File: src/rtl/load_store_unit.sv
`default_nettype none
// ============================================================================
// Module      : load_store_unit
// Description : MEM-stage load/store adapter onto a word-only data memory;
//               sub-word stores by read-modify-write, misalignment errors.
// Revision    : 1.0 - initial release
// ============================================================================
module load_store_unit #(
    parameter int ADDR_W     = 10,
    parameter bit BIG_ENDIAN = 1'b1
) (
    input  logic              clk,
    input  logic              rst_n,
    input  logic              req_valid,
    output logic              req_ready,
    input  logic              req_write,
    input  logic [1:0]        req_size,
    input  logic              req_signed,
    input  logic [31:0]       req_addr,
    input  logic [31:0]       req_wdata,
    output logic              resp_valid,
    output logic              resp_err,
    output logic [31:0]       resp_rdata,
    output logic [ADDR_W-1:0] mem_addr,
    output logic [31:0]       mem_wdata,
    output logic              mem_we,
    output logic              mem_re,
    input  logic [31:0]       mem_rdata
);

    localparam logic [2:0] S_IDLE   = 3'd0;
    localparam logic [2:0] S_ACCESS = 3'd1;
    localparam logic [2:0] S_RMW_RD = 3'd2;
    localparam logic [2:0] S_RMW_WR = 3'd3;
    localparam logic [2:0] S_RESP   = 3'd4;
    localparam logic [2:0] S_ERR    = 3'd5;

    localparam logic [1:0] c_SZ_BYTE = 2'd0;
    localparam logic [1:0] c_SZ_HALF = 2'd1;
    localparam logic [1:0] c_SZ_WORD = 2'd2;

    logic [2:0]        r_state;
    logic [2:0]        w_next;
    logic              r_write;
    logic              r_signed;
    logic [1:0]        r_size;
    logic [1:0]        r_off;
    logic [15:0]       r_wdata;
    logic [31:0]       r_rdata;
    logic [31:0]       r_mem_wdata;
    logic [ADDR_W-1:0] r_mem_addr;

    logic              w_accept;
    logic              w_req_err;
    logic [1:0]        w_lane;
    logic [4:0]        w_shift;
    logic [31:0]       w_lane_data;
    logic [31:0]       w_load;
    logic [31:0]       w_mask;
    logic [31:0]       w_merge;
    logic              w_unused_addr;

    assign w_unused_addr = ^req_addr[31:ADDR_W+2];

    assign w_accept  = (r_state == S_IDLE) && req_valid;
    assign w_req_err = (req_size == 2'd3)
                     || ((req_size == c_SZ_HALF) && req_addr[0])
                     || ((req_size == c_SZ_WORD) && (req_addr[1:0] != 2'd0));

    // Lane index counts bytes up from bit 0; big-endian mirrors the offset.
    always_comb begin
        w_lane = 2'd0;
        if (r_size == c_SZ_BYTE) begin
            w_lane = BIG_ENDIAN ? (2'd3 - r_off) : r_off;
        end else if (r_size == c_SZ_HALF) begin
            w_lane = BIG_ENDIAN ? (2'd2 - r_off) : r_off;
        end
    end

    assign w_shift     = {w_lane, 3'b000};
    assign w_lane_data = mem_rdata >> w_shift;

    always_comb begin
        w_load = mem_rdata;
        case (r_size)
            c_SZ_BYTE: w_load = {{24{r_signed & w_lane_data[7]}},  w_lane_data[7:0]};
            c_SZ_HALF: w_load = {{16{r_signed & w_lane_data[15]}}, w_lane_data[15:0]};
            default:   w_load = mem_rdata;
        endcase
    end

    assign w_mask  = (r_size == c_SZ_BYTE) ? 32'h0000_00FF : 32'h0000_FFFF;
    assign w_merge = (mem_rdata & ~(w_mask << w_shift))
                   | (({16'h0000, r_wdata} & w_mask) << w_shift);

    always_comb begin
        w_next = r_state;
        case (r_state)
            S_IDLE: begin
                if (req_valid) begin
                    if (w_req_err)
                        w_next = S_ERR;
                    else if (!req_write || (req_size == c_SZ_WORD))
                        w_next = S_ACCESS;
                    else
                        w_next = S_RMW_RD;
                end
            end
            S_ACCESS: w_next = S_RESP;
            S_RMW_RD: w_next = S_RMW_WR;
            S_RMW_WR: w_next = S_RESP;
            S_RESP:   w_next = S_IDLE;
            S_ERR:    w_next = S_IDLE;
            default:  w_next = S_IDLE;
        endcase
    end

    always_ff @(posedge clk or negedge rst_n) begin
        if (!rst_n) begin
            r_state     <= S_IDLE;
            r_write     <= 1'b0;
            r_signed    <= 1'b0;
            r_size      <= 2'd0;
            r_off       <= 2'd0;
            r_wdata     <= 16'h0000;
            r_rdata     <= 32'h0000_0000;
            r_mem_wdata <= 32'h0000_0000;
            r_mem_addr  <= '0;
        end else begin
            r_state <= w_next;
            if (w_accept) begin
                r_write  <= req_write;
                r_signed <= req_signed;
                r_size   <= req_size;
                r_off    <= req_addr[1:0];
                r_wdata  <= req_wdata[15:0];
                // Rejected requests leave the memory-side bus untouched.
                if (!w_req_err)
                    r_mem_addr <= req_addr[ADDR_W+1:2];
                if (!w_req_err && req_write && (req_size == c_SZ_WORD))
                    r_mem_wdata <= req_wdata;
                if (req_write || w_req_err)
                    r_rdata <= 32'h0000_0000;
            end
            if ((r_state == S_ACCESS) && !r_write)
                r_rdata <= w_load;
            if (r_state == S_RMW_RD)
                r_mem_wdata <= w_merge;
        end
    end

    assign req_ready  = (r_state == S_IDLE);
    assign resp_valid = (r_state == S_RESP) || (r_state == S_ERR);
    assign resp_err   = (r_state == S_ERR);
    assign resp_rdata = r_rdata;
    assign mem_addr   = r_mem_addr;
    assign mem_wdata  = r_mem_wdata;
    assign mem_we     = ((r_state == S_ACCESS) && r_write) || (r_state == S_RMW_WR);
    assign mem_re     = ((r_state == S_ACCESS) && !r_write) || (r_state == S_RMW_RD);

endmodule
`default_nettype wire

File: config.mk
export PLATFORM = sky130hd
export DESIGN_NAME = load_store_unit
export DESIGN_NICKNAME = d
export VERILOG_FILES = /design/src/rtl/load_store_unit.sv
export SDC_FILE = /design/constraint.sdc
export NUM_CORES = 1
export LEC_CHECK = 0
export ABC_CLOCK_PERIOD_IN_PS = 2650
export BUFFER_PORTS_ARGS = -buffer_cell sky130_fd_sc_hd__buf_2
export CAP_MARGIN = 20
export CORE_AREA = 2 2 125 127
export DETAILED_ROUTE_END_ITERATION = 7
export DIE_AREA = 0 0 127 129
export PLACE_DENSITY_LB_ADDON = 0.15
export SYNTH_ARGS = -nofsm -noshare
export SYNTH_HDL_FRONTEND = slang
export SYNTH_SLANG_ARGS = --single-unit
File: constraint.sdc
create_clock -name clk -period 2.65 [get_ports clk]
set_input_delay 0.53 -clock clk [delete_from_list [all_inputs] [get_ports clk]]
set_output_delay 0.53 -clock clk [all_outputs]
set_load 0.02 [all_outputs]
==> results of run 1 <==
[stage by stage]
step           cell area (um^2)  instances  power, mW  worst slack [ns]  hold WS, ns
2_1_floorplan              5180        514       5.81             0.560        0.234
3_3_place_gp               6210        841       7.12             0.441        0.457
3_5_place_dp               6210        841       7.22             0.321        0.465
4_1_cts                    6470        856       8.48            0.0739        0.231
5_1_grt                    6470        856       9.03            0.0141        0.254
6_report                   6470        856       8.44            0.0947        0.211
[sequential cells by signal, summed over array words and instances (netlist names)]
signal / flops
mem_wdata: 32
resp_rdata: 32
r_wdata: 16
mem_addr: 10
r_state: 3
r_off: 2
r_size: 2
r_signed: 1
r_write: 1
[cell type report]
class	count	area [um^2]
Sequential cell	99	2480
Clock buffer	13	250
Fill cell	1521	8510
Inverter	6	22.5
Timing Repair Buffer	182	978
Tap cell	188	235
Multi-Input combinational cell	366	2490
Clock inverter	2	12.5
[cells in the mapped netlist, types with 3 or more instances]
master and n:
sky130_fd_sc_hd__buf_2 12, sky130_fd_sc_hd__mux2_2 37, sky130_fd_sc_hd__a31oi_1 26, sky130_fd_sc_hd__o211ai_1 8, sky130_fd_sc_hd__a211oi_1 11, sky130_fd_sc_hd__dfrtp_1 99
sky130_fd_sc_hd__inv_1 5, sky130_fd_sc_hd__nor3_1 8, sky130_fd_sc_hd__mux2i_1 15, sky130_fd_sc_hd__nand2_1 82, sky130_fd_sc_hd__mux4_1 5, sky130_fd_sc_hd__nand3_1 16
sky130_fd_sc_hd__nor2_1 32, sky130_fd_sc_hd__o2bb2ai_1 7, sky130_fd_sc_hd__a22oi_1 8, sky130_fd_sc_hd__nand2b_1 3, sky130_fd_sc_hd__a221oi_1 16, sky130_fd_sc_hd__o21ai_0 37
sky130_fd_sc_hd__a21oi_1 13, sky130_fd_sc_hd__clkbuf_1 24, sky130_fd_sc_hd__a22o_1 15, sky130_fd_sc_hd__or3_1 3
[cell usage in the layout (no fill, tap or decap), drive strengths merged, types with 6 or more instances in the layout]
master,Yosys,routed
a211oi,12,12
a21oi,13,13
a221oi,16,16
a22o,15,15
a22oi,8,8
a31oi,26,26
buf,18,182
clkbuf,25,13
dfrtp,99,99
inv,6,6
mux2,37,37
mux2i,15,15
mux4,7,7
nand2,82,82
nand3,16,16
nor2,32,32
nor3,9,9
o211ai,8,8
o21ai,38,38
o2bb2ai,7,7
[routing by layer]
layer,global-route usage [%],vias to the layer above,part of all wire (%),routed length [um]
met5,0,-,0,0
met4,7.89,0,2.5,412
met2,30.6,186,44,7210
met1,29.8,2328,47,7790
li1,-,2196,-,-
met3,4.57,29,7.0,1160
[report_power, final]
part	internal [mW]	leakage [nW]	switching [mW]
clock network	0.657	0.126	0.568
registers	2.21	1.22	0.557
logic	1.81	1.70	2.64
[worst max path at each step]
stage	start	to	slack, ns	depth (start not counted)
global placement	r_size[1]	resp_rdata[27]	0.44	6
detailed placement	r_size[1]	resp_rdata[20]	0.32	6
global route	r_state[1]	mem_re	0.01	4
finish	r_state[1]	mem_re	0.09	4
floorplan	r_state[0]	mem_wdata[0]	0.56	8
CTS	r_state[1]	mem_re	0.07	4
[kinds of logic (layout without fill, tap and decap cells)]
family	after synthesis	count (layout)	synth area share, %
AO/OA/AOI/OAI	153	153	20.3
XOR/XNOR	1	1	0.169
buffers and inverters	49	203	4.37
flip-flops	99	99	47.8
multiplexers	59	59	14.3
AND/OR/NAND/NOR	153	153	12.9
[worst max-delay path: cells and delay by family, from the launching register on]
family | cells | cell delay (ns)
simple gates | 2 | 0.88
flops | 1 | 0.52
buf+inv | 2 | 0.28
==> reports/qor.txt, run 1 <==
========================================================================================================
Clk buf depth .............................................................................            2
Final GP Congestion .......................................................................        0.927
Relative slew margins .....................................................................        34.8%
Final critical-path required period .......................................................      2.56 ns
Final core utilization ....................................................................        43.2%
DRT antenna net count .....................................................................            0
Biggest area consumer among synthesized cells ............................................. sky130_fd_sc_hd__dfrtp_1
Count of flip-flops with a built-in enable after synthesis ................................            0
Nature of the critical path endpoint ......................................................   output pin
Worst stage delay on the critical path ....................................................      0.69 ns
DRT iter0 DRCs ............................................................................          354
Critical R2R Capture ...................................................................... resp_rdata[20]
Later-pin clock latency in the skew report ................................................      0.35 ns
Cell count of the worst reg-to-reg path ...................................................            6
Worst-case clock skew .....................................................................   0.00758 ns
Result of the run ......................................................................... complete, no violations
Post-CTS Resized ..........................................................................            0
Worst Path Required .......................................................................      2.12 ns
Master cell of the clock root buffer ...................................................... sky130_fd_sc_hd__clkbuf_16
HP Class ..................................................................................     in2async
Data arrival at the endpoint of the critical path .........................................      2.03 ns
Leakage power total .......................................................................      3.05 nW
Predominant post-synthesis flop cell ...................................................... sky130_fd_sc_hd__dfrtp_1
Cell count after synthesis ................................................................          514
Count of final hold-check violations ......................................................            0
Share of synthesized area occupied by flip-flops and latches ..............................        47.8%
Setup repair after global routing missed its margin .......................................        false
Setup crit start kind .....................................................................         flop
Total gr overflow .........................................................................            0
Post-synth design cell area ...............................................................    5180 um^2
Initial core utilization ..................................................................        34.6%
H-tree depth ..............................................................................            3
Maximum Capacitance Violations ............................................................            0
Number of max-slew violations in the final report .........................................            0
Die Wd ....................................................................................       127 um
Portion of synthesized cell area occupied by the leading cell type ........................        47.8%
CORE AREA .................................................................................   15000 um^2
Count of unique library cells instantiated by Yosys .......................................           49
Worst supply voltage drop on vdd ..........................................................     0.474 mV
Per-cell via count in the routed design ...................................................         5.54
# IOs .....................................................................................          182
Number of antenna violations at the first check in global routing .........................            0
CP Max Fanout .............................................................................           17
Wire length of the first global-routing pass ..............................................      26.1 mm
CTS hold repair buffers ...................................................................            0
Post-CTS clock slew at the launch and capture registers of the worst setup and hold paths .      0.07 ns
Synthesis-stage register bit count ........................................................           99
Slack of the worst reg-to-reg path ........................................................      0.32 ns
Mean post-synth cell area .................................................................    10.1 um^2
Site Rows .................................................................................           45
Chip height ...............................................................................       129 um
Full die area .............................................................................   16400 um^2
Clock sink count ..........................................................................           99
Number of antenna repair diodes ...........................................................            0
Layout cell share with drive strength beyond 1 ............................................        36.7%
Post-detailed-route DRC marker count ......................................................            0
Pin count of the biggest net entering global routing ......................................           50
Final period utilization ..................................................................        96.4%
Post-DR wirelength/cell ...................................................................      19.4 um
Clock tree from TritonCTS .................................................................         done
Yosys warning total .......................................................................            0
Postcts setup bufs ........................................................................            0
Setup Viol. Count Final ...................................................................            0
# port buffers ............................................................................          161
HPWL Detailed .............................................................................      12.4 mm
Pwr per Cell Area ......................................................................... 1310 nW/um^2
Total vias in the final route .............................................................         4739
Aggregate global-route resource usage .....................................................        20.7%
Synthesis-to-finish area growth ...........................................................        24.9%
Transition time of the tightest slew-check pin ............................................     0.970 ns
Critical R2R Launch .......................................................................    r_size[1]
Synth Net Count ...........................................................................          617
TritonRoute pass-1 iters ..................................................................            5
Via count of the first global-routing pass ................................................         4604
Top post-synthesis cells by area .......................................................... sky130_fd_sc_hd__dfrtp_1 48%, sky130_fd_sc_hd__mux2_2 8.0%, sky130_fd_sc_hd__nand2_1 5.9%
Fraction of registers with async set or reset after synthesis .............................         100%
CTS Buf Count .............................................................................            9
Highest Clock Rate ........................................................................    0.391 GHz
Wire length reported by the detailed router ...............................................      16.6 mm
Critical path type ........................................................................      reg2out
Crit path cell chain ...................................................................... inv_1 -> or3_2 -> nand2_1 -> buf_2
Cell with the largest stage delay on the worst path ....................................... sky130_fd_sc_hd__or3_2
Setup TNS .................................................................................         0 ns
Number of nets in the layout ..............................................................          767
========================================================================================================
No activity file was read; power rests on OpenSTA's default activity.
==> run 2, diff against run 1 <==
--- a/config.mk
+++ b/config.mk
@@ -5,7 +5,7 @@
 export SDC_FILE = /design/constraint.sdc
 export NUM_CORES = 1
 export LEC_CHECK = 0
-export ABC_CLOCK_PERIOD_IN_PS = 2650
+export ABC_CLOCK_PERIOD_IN_PS = 2800
 export BUFFER_PORTS_ARGS = -buffer_cell sky130_fd_sc_hd__buf_2
 export CAP_MARGIN = 20
 export CORE_AREA = 2 2 125 127
==> constraint.sdc (replaced) <==
create_clock -name clk -period 2.8 [get_ports clk]
set_input_delay 0.56 -clock clk [delete_from_list [all_inputs] [get_ports clk]]
set_output_delay 0.56 -clock clk [all_outputs]
set_load 0.02 [all_outputs]
==> reports/qor.txt, run 2 (synthesis gave the netlist of run 1 again) <==
========================================================================================================
Result of the run ......................................................................... complete, no violations
HPWL Detailed .............................................................................      12.2 mm   -1.5%
Via count of the first global-routing pass ................................................         4542   -1.3%
Worst stage delay on the critical path ....................................................      0.61 ns   -0.08 ns
Top library cells by usage in the layout, fill and taps aside ............................. 160 x sky130_fd_sc_hd__buf_2, 99 x sky130_fd_sc_hd__dfrtp_1, 82 x sky130_fd_sc_hd__nand2_1
CORE AREA .................................................................................   15000 um^2   unchanged
Pwr per Cell Area ......................................................................... 1250 nW/um^2   -4.5%
HP Class ..................................................................................     in2async
Critical path type ........................................................................      reg2reg
DRT antenna net count .....................................................................            0   unchanged
Worst Path Required .......................................................................      3.06 ns   +0.94 ns
Cell count of the worst reg-to-reg path ...................................................            7   +1
Clock tree from TritonCTS .................................................................         done
Pin count of the biggest net entering global routing ......................................           73   +46%
Transition time of the tightest slew-check pin ............................................     0.935 ns   -0.0354 ns
Postcts setup bufs ........................................................................            0   unchanged
Number of fillers in the final layout .....................................................         1496   -1.6%
# port buffers ............................................................................          161   unchanged
Data arrival at the endpoint of the critical path .........................................      2.71 ns   +0.68 ns
Cell with the largest stage delay on the worst path ....................................... sky130_fd_sc_hd__dfrtp_1
Synthesis-to-finish area growth ...........................................................        24.8%   about the same
Initial core utilization ..................................................................        34.6%   unchanged
Crit path to .............................................................................. resp_rdata[27]
DRT iter0 DRCs ............................................................................          319   -9.9%
Full die area .............................................................................   16400 um^2   unchanged
Chip height ...............................................................................       129 um   unchanged
Critical R2R Launch .......................................................................     r_off[0]
Clock sink count ..........................................................................           99   unchanged
Final period utilization ..................................................................        87.4%
Setup repair after global routing missed its margin .......................................        false
Aggregate global-route resource usage .....................................................        20.2%   -0.53 points
Leakage power total .......................................................................      3.04 nW   -0.35%
Number of max-slew violations in the final report .........................................            0   unchanged
Highest Clock Rate ........................................................................    0.409 GHz
CP Max Fanout .............................................................................           18   +1
Relative slew margins .....................................................................        37.2%   +2.4 points
Post-DR wirelength/cell ...................................................................      19.3 um   -0.13%
Number of antenna violations at the first check in global routing .........................            0   unchanged
Post-CTS clock slew at the launch and capture registers of the worst setup and hold paths .      0.07 ns   about the same
Wire length of the first global-routing pass ..............................................      25.5 mm   -2.3%
Worst supply voltage drop on vdd ..........................................................     0.400 mV   -16%
Total gr overflow .........................................................................            0   unchanged
Count of final hold-check violations ......................................................            0   unchanged
Setup TNS .................................................................................         0 ns   unchanged
Final GP Congestion .......................................................................        0.907   -2.2%
Crit-path leading delay family ............................................................ compound AO/OA/AOI/OAI gates
Later-pin clock latency in the skew report ................................................      0.35 ns   about the same
H-tree depth ..............................................................................            3   unchanged
Per-cell via count in the routed design ...................................................         5.55   +0.33%
Setup Viol. Count Final ...................................................................            0   unchanged
Worst Slack Setup Final ...................................................................     0.352 ns   +0.258 ns
Crit path from ............................................................................     r_off[0]
Number of antenna repair diodes ...........................................................            0   unchanged
Final critical-path required period .......................................................      2.45 ns
Multi-input combinational cell area .......................................................    2490 um^2   unchanged
Clk buf depth .............................................................................            2   unchanged
Nature of the critical path endpoint ......................................................         flop
Setup crit start kind .....................................................................         flop
Crit path cell chain ...................................................................... buf_4 -> mux2_2 -> nor2_1 -> a211oi_2 -> a2bb2oi_1 -> buf_4 -> o21ai_0
Total area of sequential cells ............................................................    2480 um^2   unchanged
# IOs .....................................................................................          182   unchanged
Total vias in the final route .............................................................         4727   -0.25%
Commonest non-fill, non-tap cell in the layout ............................................ sky130_fd_sc_hd__buf_2
Site Rows .................................................................................           45   unchanged
Number of nets in the layout ..............................................................          761   -0.78%
Most common cell type on the critical path ................................................ sky130_fd_sc_hd__buf_4
CTS Buf Count .............................................................................            9   unchanged
Wire length reported by the detailed router ...............................................      16.5 mm   -0.71%
Die Wd ....................................................................................       127 um   unchanged
Stages on worst setup path ................................................................            7   +3
Critical R2R Capture ...................................................................... resp_rdata[27]
Post-detailed-route DRC marker count ......................................................            0   unchanged
Post-CTS Resized ..........................................................................            0   unchanged
TritonRoute pass-1 iters ..................................................................            5   unchanged
Maximum Capacitance Violations ............................................................            0   unchanged
Layout cell share with drive strength beyond 1 ............................................        36.7%   about the same
Worst-case clock skew .....................................................................   0.00867 ns   +0.00110 ns
Post-placement worst setup slack ..........................................................     0.354 ns   +0.0321 ns
CTS hold repair buffers ...................................................................            0   unchanged
Slack of the worst reg-to-reg path ........................................................      0.35 ns   +0.03 ns
Number of buffer and inverter instances along the worst setup path ........................            2   unchanged
Master cell of the clock root buffer ...................................................... sky130_fd_sc_hd__clkbuf_16
========================================================================================================
## run 2: changes by cell type in the layout (fill, tap and decap cells not counted), sizes merged
cell      delta
bufinv       +1
clkbuf       -4
buf          -6
clkinvlp     +1
clkinv       +1
inv          +2
## run 2: how the worst min path moves through the flow
stage,to,depth (start not counted),slack (ns)
after floorplan,mem_addr[0],0,0.26
after global placement,resp_rdata[25],2,0.46
after detailed placement,resp_rdata[31],2,0.47
after CTS,resp_rdata[16],1,0.22
after global routing,resp_rdata[16],1,0.25
final,resp_rdata[16],1,0.20
## run 2: per-layer routing
metal	up-vias	GRT usage (%)	part of all wire (%)	routed length, um
met1	2345	28.7	47	7770
met3	18	3.83	6.2	1030
met4	0	7.24	1.7	284
met2	178	31.0	45	7380
li1	2186	-	-	-
met5	-	0	0	0
## run 2: area by class of cell
cell class / instances / share of cell area [%]
multi-input cells: 366 / 38.6
flip-flops and latches: 99 / 38.3
repair buffers: 176 / 14.4
well taps: 188 / 3.64
clock buffers: 9 / 3.48
clock inverters: 7 / 1.18
inverters: 6 / 0.348
## run 2: power breakdown
part | internal (mW) | switching, mW | total [mW]
Clock | 0.699 | 0.574 | 1.27
Combinational | 1.67 | 2.48 | 4.16
Sequential | 2.09 | 0.533 | 2.63
## run 2: through the flow
stage / instance area (um^2) / utilization (%) / std cells / hold WS, ns / power [mW]
detailed placement: 6160 / 41.1 / 835 / 0.468 / 6.80
finish: 6460 / 43.1 / 851 / 0.203 / 8.06
CTS: 6460 / 43.1 / 851 / 0.223 / 8.11
floorplan: 5180 / - / 514 / 0.264 / 5.50
global placement: 6160 / 41.1 / 835 / 0.457 / 6.70
global route: 6460 / 43.1 / 851 / 0.251 / 8.60
## run 2: worst reg2reg max path: stages (launching register included)
cell and delay [ns]:
sky130_fd_sc_hd__dfrtp_1 0.61, sky130_fd_sc_hd__buf_4 0.36, sky130_fd_sc_hd__mux2_2 0.22, sky130_fd_sc_hd__nor2_1 0.05, sky130_fd_sc_hd__a211oi_2 0.55, sky130_fd_sc_hd__a2bb2oi_1 0.13, sky130_fd_sc_hd__buf_4 0.22, sky130_fd_sc_hd__o21ai_0 0.21
